File: src/rtl/mux_scanner.sv
// mux_scanner: a registered N-to-1 channel multiplexer with a valid/ready
// output stage. It has two modes:
//   - manual mode: the external select picks the channel every cycle.
//   - scan mode: a round-robin sweep that dwells DWELL cycles on each channel.
// Each sample is tagged with its channel index. The sample is held while the
// downstream side back-pressures.
//
// Ports:
//   clk        rising-edge clock
//   rst_n      asynchronous active-low reset
//   in_data    CHANNELS packed WIDTH-bit channels (channel i at [i*WIDTH +: WIDTH])
//   mode       0 = manual, 1 = scan
//   sel        manual-mode channel select
//   out_ready  downstream accepts the current sample
//   out_data   registered sample
//   out_ch     channel index of out_data
//   out_valid  out_data/out_ch hold a sample
//   out_last   scan-mode sample taken from channel CHANNELS-1
module mux_scanner #(
  parameter int CHANNELS = 8,
  parameter int WIDTH    = 8,
  parameter int DWELL    = 4,
  localparam int SEL_W   = $clog2(CHANNELS)
) (
  input  logic                      clk,
  input  logic                      rst_n,
  input  logic [CHANNELS*WIDTH-1:0] in_data,
  input  logic                      mode,
  input  logic [SEL_W-1:0]          sel,
  input  logic                      out_ready,
  output logic [WIDTH-1:0]          out_data,
  output logic [SEL_W-1:0]          out_ch,
  output logic                      out_valid,
  output logic                      out_last
);

  localparam int DW_W = (DWELL > 1) ? $clog2(DWELL) : 1;

  logic             r_mode_q;
  logic [SEL_W-1:0] r_ch_ptr;
  logic [DW_W-1:0]  r_dwell;
  logic [WIDTH-1:0] r_data;
  logic [SEL_W-1:0] r_ch;
  logic             r_valid;
  logic             r_last;

  logic             w_mode_chg;
  logic             w_slot_free;
  logic             w_due;
  logic             w_load;
  logic             w_ptr_end;
  logic [SEL_W-1:0] w_src_sel;
  logic [WIDTH-1:0] w_src_data;

  assign w_mode_chg  = (mode != r_mode_q);
  assign w_slot_free = !r_valid || out_ready;
  assign w_due       = r_mode_q ? (r_dwell == DW_W'(DWELL - 1)) : 1'b1;
  // The first edge after a mode change only resets the sweep state.
  // No sample is loaded on that edge.
  assign w_load      = w_slot_free && w_due && !w_mode_chg;
  assign w_ptr_end   = (r_ch_ptr == SEL_W'(CHANNELS - 1));
  assign w_src_sel   = r_mode_q ? r_ch_ptr : sel;

  // Select by equality compare so that an out-of-range select (possible when
  // CHANNELS is not a power of two) matches no channel and yields zero.
  always_comb begin
    w_src_data = '0;
    for (int i = 0; i < CHANNELS; i++) begin
      if (w_src_sel == SEL_W'(i)) w_src_data = in_data[i*WIDTH +: WIDTH];
    end
  end

  always_ff @(posedge clk or negedge rst_n) begin
    if (!rst_n) begin
      r_mode_q <= 1'b0;
      r_ch_ptr <= '0;
      r_dwell  <= '0;
      r_data   <= '0;
      r_ch     <= '0;
      r_valid  <= 1'b0;
      r_last   <= 1'b0;
    end else begin
      if (w_mode_chg) begin
        r_mode_q <= mode;
        r_ch_ptr <= '0;
        r_dwell  <= '0;
      end else if (r_mode_q) begin
        if (!w_due) begin
          r_dwell <= r_dwell + 1'b1;
        end else if (w_slot_free) begin
          r_dwell  <= '0;
          r_ch_ptr <= w_ptr_end ? '0 : r_ch_ptr + 1'b1;
        end
        // due but slot busy: hold the pointer and counter so no channel is skipped
      end

      if (w_load) begin
        r_data  <= w_src_data;
        r_ch    <= w_src_sel;
        r_last  <= r_mode_q && w_ptr_end;
        r_valid <= 1'b1;
      end else if (out_ready) begin
        r_valid <= 1'b0;
      end
    end
  end

  assign out_data  = r_data;
  assign out_ch    = r_ch;
  assign out_valid = r_valid;
  assign out_last  = r_last;

endmodule
File: config.mk
export PLATFORM = sky130hd
export DESIGN_NAME = mux_scanner
export DESIGN_NICKNAME = d
export VERILOG_FILES = /design/src/rtl/mux_scanner.sv
export SDC_FILE = /design/constraint.sdc
export NUM_CORES = 1
export LEC_CHECK = 0
export CAP_MARGIN = 30
export CORE_AREA = 2 2 82 84
export DETAILED_ROUTE_END_ITERATION = 12
export DIE_AREA = 0 0 84 86
export SLEW_MARGIN = 20
export SYNTH_ARGS = -nofsm -noshare
export SYNTH_HDL_FRONTEND = slang
export SYNTH_SLANG_ARGS = --single-unit
File: constraint.sdc
create_clock -name clk -period 6.8 [get_ports clk]
set_input_delay 1.36 -clock clk [delete_from_list [all_inputs] [get_ports clk]]
set_output_delay 1.36 -clock clk [all_outputs]
set_load 0.03 [all_outputs]
Yosys cells after proc, flatten, opt, wreduce, memory -nomap -nowiden
Cells that the tools add are included.

storage, ports and cells
  flip-flop bits (word level) = 19
  bits of input ports = 71
  output and inout bits = 13

operators by class
  equality and inequality tests = 11
  reduce and logical (&&, ||, !) cells = 13
  $add $sub $neg = 2
  muxes and demuxes = 21

operator list
  operator                                                                count
  8-bit two-way mux                                                       8
  3-bit two-way mux                                                       6
  3-bit equality test (second input constant)                             5
  2-bit two-way mux                                                       4
  2-bit nonzero test                                                      4
  3-bit by 2-bit equality test with 1-bit output (second input constant)  2
  3-bit by 1-bit adder with 3-bit output (second input constant)          1
  3-bit by 1-bit equality test with 1-bit output (second input constant)  1
  1-bit logical AND                                                       3
  3-bit logical NOT                                                       1
  1-bit two-way mux                                                       3
  3-bit inequality test (second input constant)                           1
  3-bit AND reduction                                                     1
  2-bit by 1-bit adder with 2-bit output (second input constant)          1
  2-bit equality test (second input constant)                             1
  1-bit logical NOT                                                       2
  2-bit AND reduction                                                     1
  1-bit logical OR                                                        1
  1-bit inequality test                                                   1

Depth between registers and ports, before layout
  word-level depth = 10
  depth in mapped cells = 9
  depth with buffers taken out = 6

Worst setup path before layout
Ideal clock, no wire load.

  path kind = input -> register
  from = in mode
  to = reg r_data[0] (netlist: out_data[0])
  cell stages on the path = 7
  data arrival time = 2710 ps
  path slack = 4014 ps
  cell sequence = inv_1 ha_1 or3_1 buf_2 a2111oi_2 a221oi_1 o21ai_1

between the ends
  word-level cells in the longest chain between the ends = 3

ends and longest elaborated chain
  what                   RTL line  RTL
  from (decl)            28        input logic mode,
  1-bit inequality test  55        assign w_mode_chg = (mode != r_mode_q);
  1-bit logical NOT      60        assign w_load = w_slot_free && w_due && !w_mode_chg;
  1-bit logical AND      60
  to (signal assigned)   98        r_data <= w_src_data;
  to (decl)              42        logic [WIDTH-1:0] r_data;

Every way passes these cells.
A chain may end at the register's enable or synchronous reset.

Worst setup path after layout
Ends and elaborated chain as after synthesis.

==> impl_results.rst <==
.. list-table::
   :header-rows: 1

   * - Metric
     - Value
   * - Post-CTS resize count
     - 0
   * - Top-area cell type share of the netlist area
     - 25.7%
   * - Actual transition at the worst max-transition pin
     - 0.758 ns
   * - Post-synth ARST share
     - 100%
   * - ANT cells
     - 0
   * - Die Width
     - 84 um
   * - Remaining Overflow, GRT
     - 0
   * - Maximum operating frequency
     - 0.286 GHz
   * - Number of cells on the worst reg-to-reg path
     - 7
   * - Worst Path Max Fanout
     - 17
   * - Net count, final
     - 368
   * - H-tree depth reported by CTS
     - 1
   * - Count of port buffers added during placement
     - 83
   * - Rel. slew slack
     - 49.1%
   * - Initial antenna violation count
     - 0
   * - Start point of the worst min-delay path
     - out_ch[2]
   * - Number of optimization iterations in the first detailed-route pass
     - 4
   * - Hold worst-path end
     - out_ch[2]
   * - Main area contributors after synthesis
     - sky130_fd_sc_hd__dfrtp_1, sky130_fd_sc_hd__a211oi_1, sky130_fd_sc_hd__nand2_1
   * - Maximum count of clock buffers along a single path
     - 2
   * - Final-layout setup total negative slack
     - 0 ns
   * - Startpoint class of the critical path
     - primary input
   * - Max incr delay on CP
     - 0.71 ns
   * - Arrival time of data at the critical path endpoint
     - 3.68 ns
   * - I/O pin total
     - 84
   * - Number of flops mapped to enable cells by yosys
     - 0
   * - Synth Net Count
     - 293
   * - Reg2Reg Setup Slack
     - 3.99 ns
   * - DRC errors left
     - 0
   * - Clk sinks
     - 19
   * - Post-synthesis cell type with the largest combined area
     - sky130_fd_sc_hd__dfrtp_1
   * - Post-CTS repair timing setup buffer count
     - 0
   * - CP Data Required Time
     - 6.99 ns
   * - Number of buffers inserted for hold repair after clock tree synthesis
     - 0
   * - Final hold violations
     - 0
   * - CTS tree
     - done
   * - Number of vias after detailed routing
     - 1981
   * - Later-pin clock latency in the skew report
     - 0.26 ns
   * - Synthesized area divided by synthesized cell count
     - 8.50 sq um
   * - Result of the run
     - completed
   * - Post-route non-filler standard cell count
     - 369
   * - Share of layout cells above drive strength 1
     - 9.25%
   * - Sum of net half-perimeters after detailed placement
     - 4690 um
   * - Yosys warning count
     - 0
   * - Total wire length after detailed routing
     - 6190 um
   * - Number of DRC violations after detailed-routing iteration 0
     - 100
   * - Starting density of the core
     - 29.5%
   * - Leakage power of the design
     - 1.02 nW
   * - Max-cap violations
     - 0
   * - Most used flip-flop cell after synthesis
     - sky130_fd_sc_hd__dfrtp_1
   * - Register bit count reported by yosys
     - 19
   * - Number of buffers inserted during clock tree synthesis
     - 3
   * - Total count of max-transition violations in the final report
     - 0
   * - Final critical path time including I/O delays and setup
     - 3.49 ns
   * - Floorplan die area
     - 7220 sq um
   * - Mapped cell area
     - 1850 sq um
   * - First-pass GRT wire length
     - 10300 um
   * - Cell at the slowest stage of the critical path
     - sky130_fd_sc_hd__or3_1
   * - Cell chosen for the clock root
     - sky130_fd_sc_hd__clkbuf_8
   * - Final worst path period share
     - 51.4%
   * - Overall Global Routing Usage
     - 17.5%
   * - IR drop worst, VDD
     - 0.154 mV
   * - Min-Delay Path Class
     - reg2reg
   * - Final setup viols
     - 0
   * - Number of rows created at floorplan
     - 29
   * - Reg-to-reg critical path startpoint
     - r_mode_q
   * - Count of distinct cell types in the synthesized netlist
     - 49
   * - Cell area reported after detailed placement
     - 2700 sq um
   * - Unrepaired setup endpoints after global routing
     - false
   * - Seq/Total Area, Yosys
     - 25.7%
   * - DIE HEIGHT
     - 86 um
   * - Worst flop-to-flop path endpoint
     - out_data[0]
   * - Element type at the critical path end
     - flop
   * - Core box area
     - 6280 sq um
   * - Remaining antenna violation count
     - 0
   * - Post-synthesis to final-layout area growth
     - 49.6%
   * - Average routed wire per standard cell
     - 16.8 um
   * - Final weighted congestion of routability-driven global placement
     - 0.816
   * - Worst clock skew on the final layout
     - 0.00759 ns
   * - Hold Path Cell Cnt
     - 2
   * - Via count of the first global-routing pass
     - 2061
   * - Clock transition time at the flip-flop clock pins of the worst setup and hold paths
     - 0.08 ns
   * - Power density over the cells
     - 348 nW/um^2
   * - Pin count of the biggest net entering global routing
     - 27
   * - Crit path cell chain
     - clkdlybuf4s50_1 -> inv_1 -> ha_1 -> or3_1 -> a2111oi_2 -> a221oi_1 -> o21ai_1
   * - Design Area, Final
     - 2770 sq um
   * - Number of instances in the synthesized netlist
     - 218
   * - Kind of critical path
     - in2reg
   * - Routed via count divided by cell count
     - 5.37
   * - Number of instances in the placed design
     - 363
[cell families after synthesis]
logic type / count (synthesis) / share of synthesized area [%]
compound gates: 102 / 42.6
fa+ha+maj: 4 / 2.70
buf+inv: 23 / 5.87
flops: 19 / 25.7
mux: 9 / 6.82
simple gates: 61 / 16.3
[worst max-delay path: cells and delay by family]
family          cells  cell delay, ns
fa+ha+maj           1            0.45
compound gates      3            0.65
simple gates        1            0.71
buf+inv             2            0.52
[how the worst max path moves through the flow]
| stage | slack (ns) | cells after the start | startpoint | to |
|---|---|---|---|---|
| 2_1_floorplan | 4.01 | 7 | mode | out_data[0] |
| 3_3_place_gp | 3.16 | 7 | mode | out_data[0] |
| 3_5_place_dp | 3.06 | 7 | mode | out_data[0] |
| 4_1_cts | 3.32 | 7 | mode | out_data[0] |
| 5_1_grt | 3.21 | 6 | sel[1] | out_data[5] |
| 6_report | 3.31 | 7 | mode | out_data[0] |
[routing by layer]
metal	wire [um]	track usage, %	part of all wire [%]
met3	299	3.18	4.8
met4	65	3.81	1.1
met1	2960	24.3	48
met5	0	0	0
met2	2860	28.5	46
[area by class of cell]
type | count | area [sq um]
clock buffers | 4 | 45.0
repair buffers | 85 | 857
inverters | 8 | 30.0
fillers | 648 | 3500
flip-flops and latches | 19 | 475
well taps | 77 | 96.3
multi-input cells | 176 | 1270
[Yosys cell counts (2+ instances only)]
cell,n
sky130_fd_sc_hd__nand2b_1,4
sky130_fd_sc_hd__nor3_1,4
sky130_fd_sc_hd__o31ai_1,4
sky130_fd_sc_hd__or3_1,2
sky130_fd_sc_hd__a32oi_1,3
sky130_fd_sc_hd__o21ai_0,18
sky130_fd_sc_hd__o2bb2ai_2,4
sky130_fd_sc_hd__o31a_1,2
sky130_fd_sc_hd__nand2_1,26
sky130_fd_sc_hd__clkbuf_1,6
sky130_fd_sc_hd__ha_1,4
sky130_fd_sc_hd__buf_2,6
sky130_fd_sc_hd__o221a_2,5
sky130_fd_sc_hd__a22oi_1,7
sky130_fd_sc_hd__o211ai_1,10
sky130_fd_sc_hd__mux2i_1,4
sky130_fd_sc_hd__a31oi_1,6
sky130_fd_sc_hd__nand3_1,3
sky130_fd_sc_hd__a22o_1,5
sky130_fd_sc_hd__o21ai_1,5
sky130_fd_sc_hd__buf_6,2
sky130_fd_sc_hd__mux2_4,2
sky130_fd_sc_hd__nor2b_1,6
sky130_fd_sc_hd__dfrtp_1,19
sky130_fd_sc_hd__inv_1,7
sky130_fd_sc_hd__a21oi_1,10
sky130_fd_sc_hd__nor2_1,10
sky130_fd_sc_hd__a211oi_1,13
[layout by cell type, fill, tap and decap left out, types with 5 or more instances in the layout]
master	instances
sky130_fd_sc_hd__clkdlybuf4s50_1	83
sky130_fd_sc_hd__o21ai_0	18
sky130_fd_sc_hd__a21oi_1	10
sky130_fd_sc_hd__o221a_2	5
sky130_fd_sc_hd__inv_1	7
sky130_fd_sc_hd__a22oi_1	7
sky130_fd_sc_hd__nor2_1	10
sky130_fd_sc_hd__nor2b_1	6
sky130_fd_sc_hd__o21ai_1	5
sky130_fd_sc_hd__a22o_1	5
sky130_fd_sc_hd__o211ai_1	10
sky130_fd_sc_hd__a31oi_1	6
sky130_fd_sc_hd__a211oi_1	13
sky130_fd_sc_hd__dfrtp_1	19
sky130_fd_sc_hd__nand2_1	26
[flip-flops by register name (all words and copies together), names as in the netlist]
name       count
r_dwell        2
out_data       8
out_valid      1
r_mode_q       1
out_last       1
r_ch_ptr       3
out_ch         3
[metrics by stage]
| stage | util [%] | power [mW] | hold WS, ns | worst slack, ns |
|---|---|---|---|---|
| final | 44.2 | 0.964 | 0.495 | 3.31 |
| after global routing | 44.2 | 1.05 | 0.524 | 3.21 |
| after global placement | 43.0 | 0.865 | 0.474 | 3.16 |
| after floorplan | - | 0.683 | 0.479 | 4.01 |
| after detailed placement | 43.0 | 0.876 | 0.482 | 3.06 |
| after CTS | 43.8 | 0.960 | 0.499 | 3.32 |
[report_power, final]
| part | total, mW | switching, mW | leakage (nW) | internal (mW) |
|---|---|---|---|---|
| logic | 0.667 | 0.380 | 0.760 | 0.287 |
| registers | 0.215 | 0.0531 | 0.240 | 0.162 |
| clock network | 0.0817 | 0.0399 | 0.0228 | 0.0418 |
| total | 0.964 | 0.473 | 1.02 | 0.491 |
No activity file was read; power rests on OpenSTA's default activity.
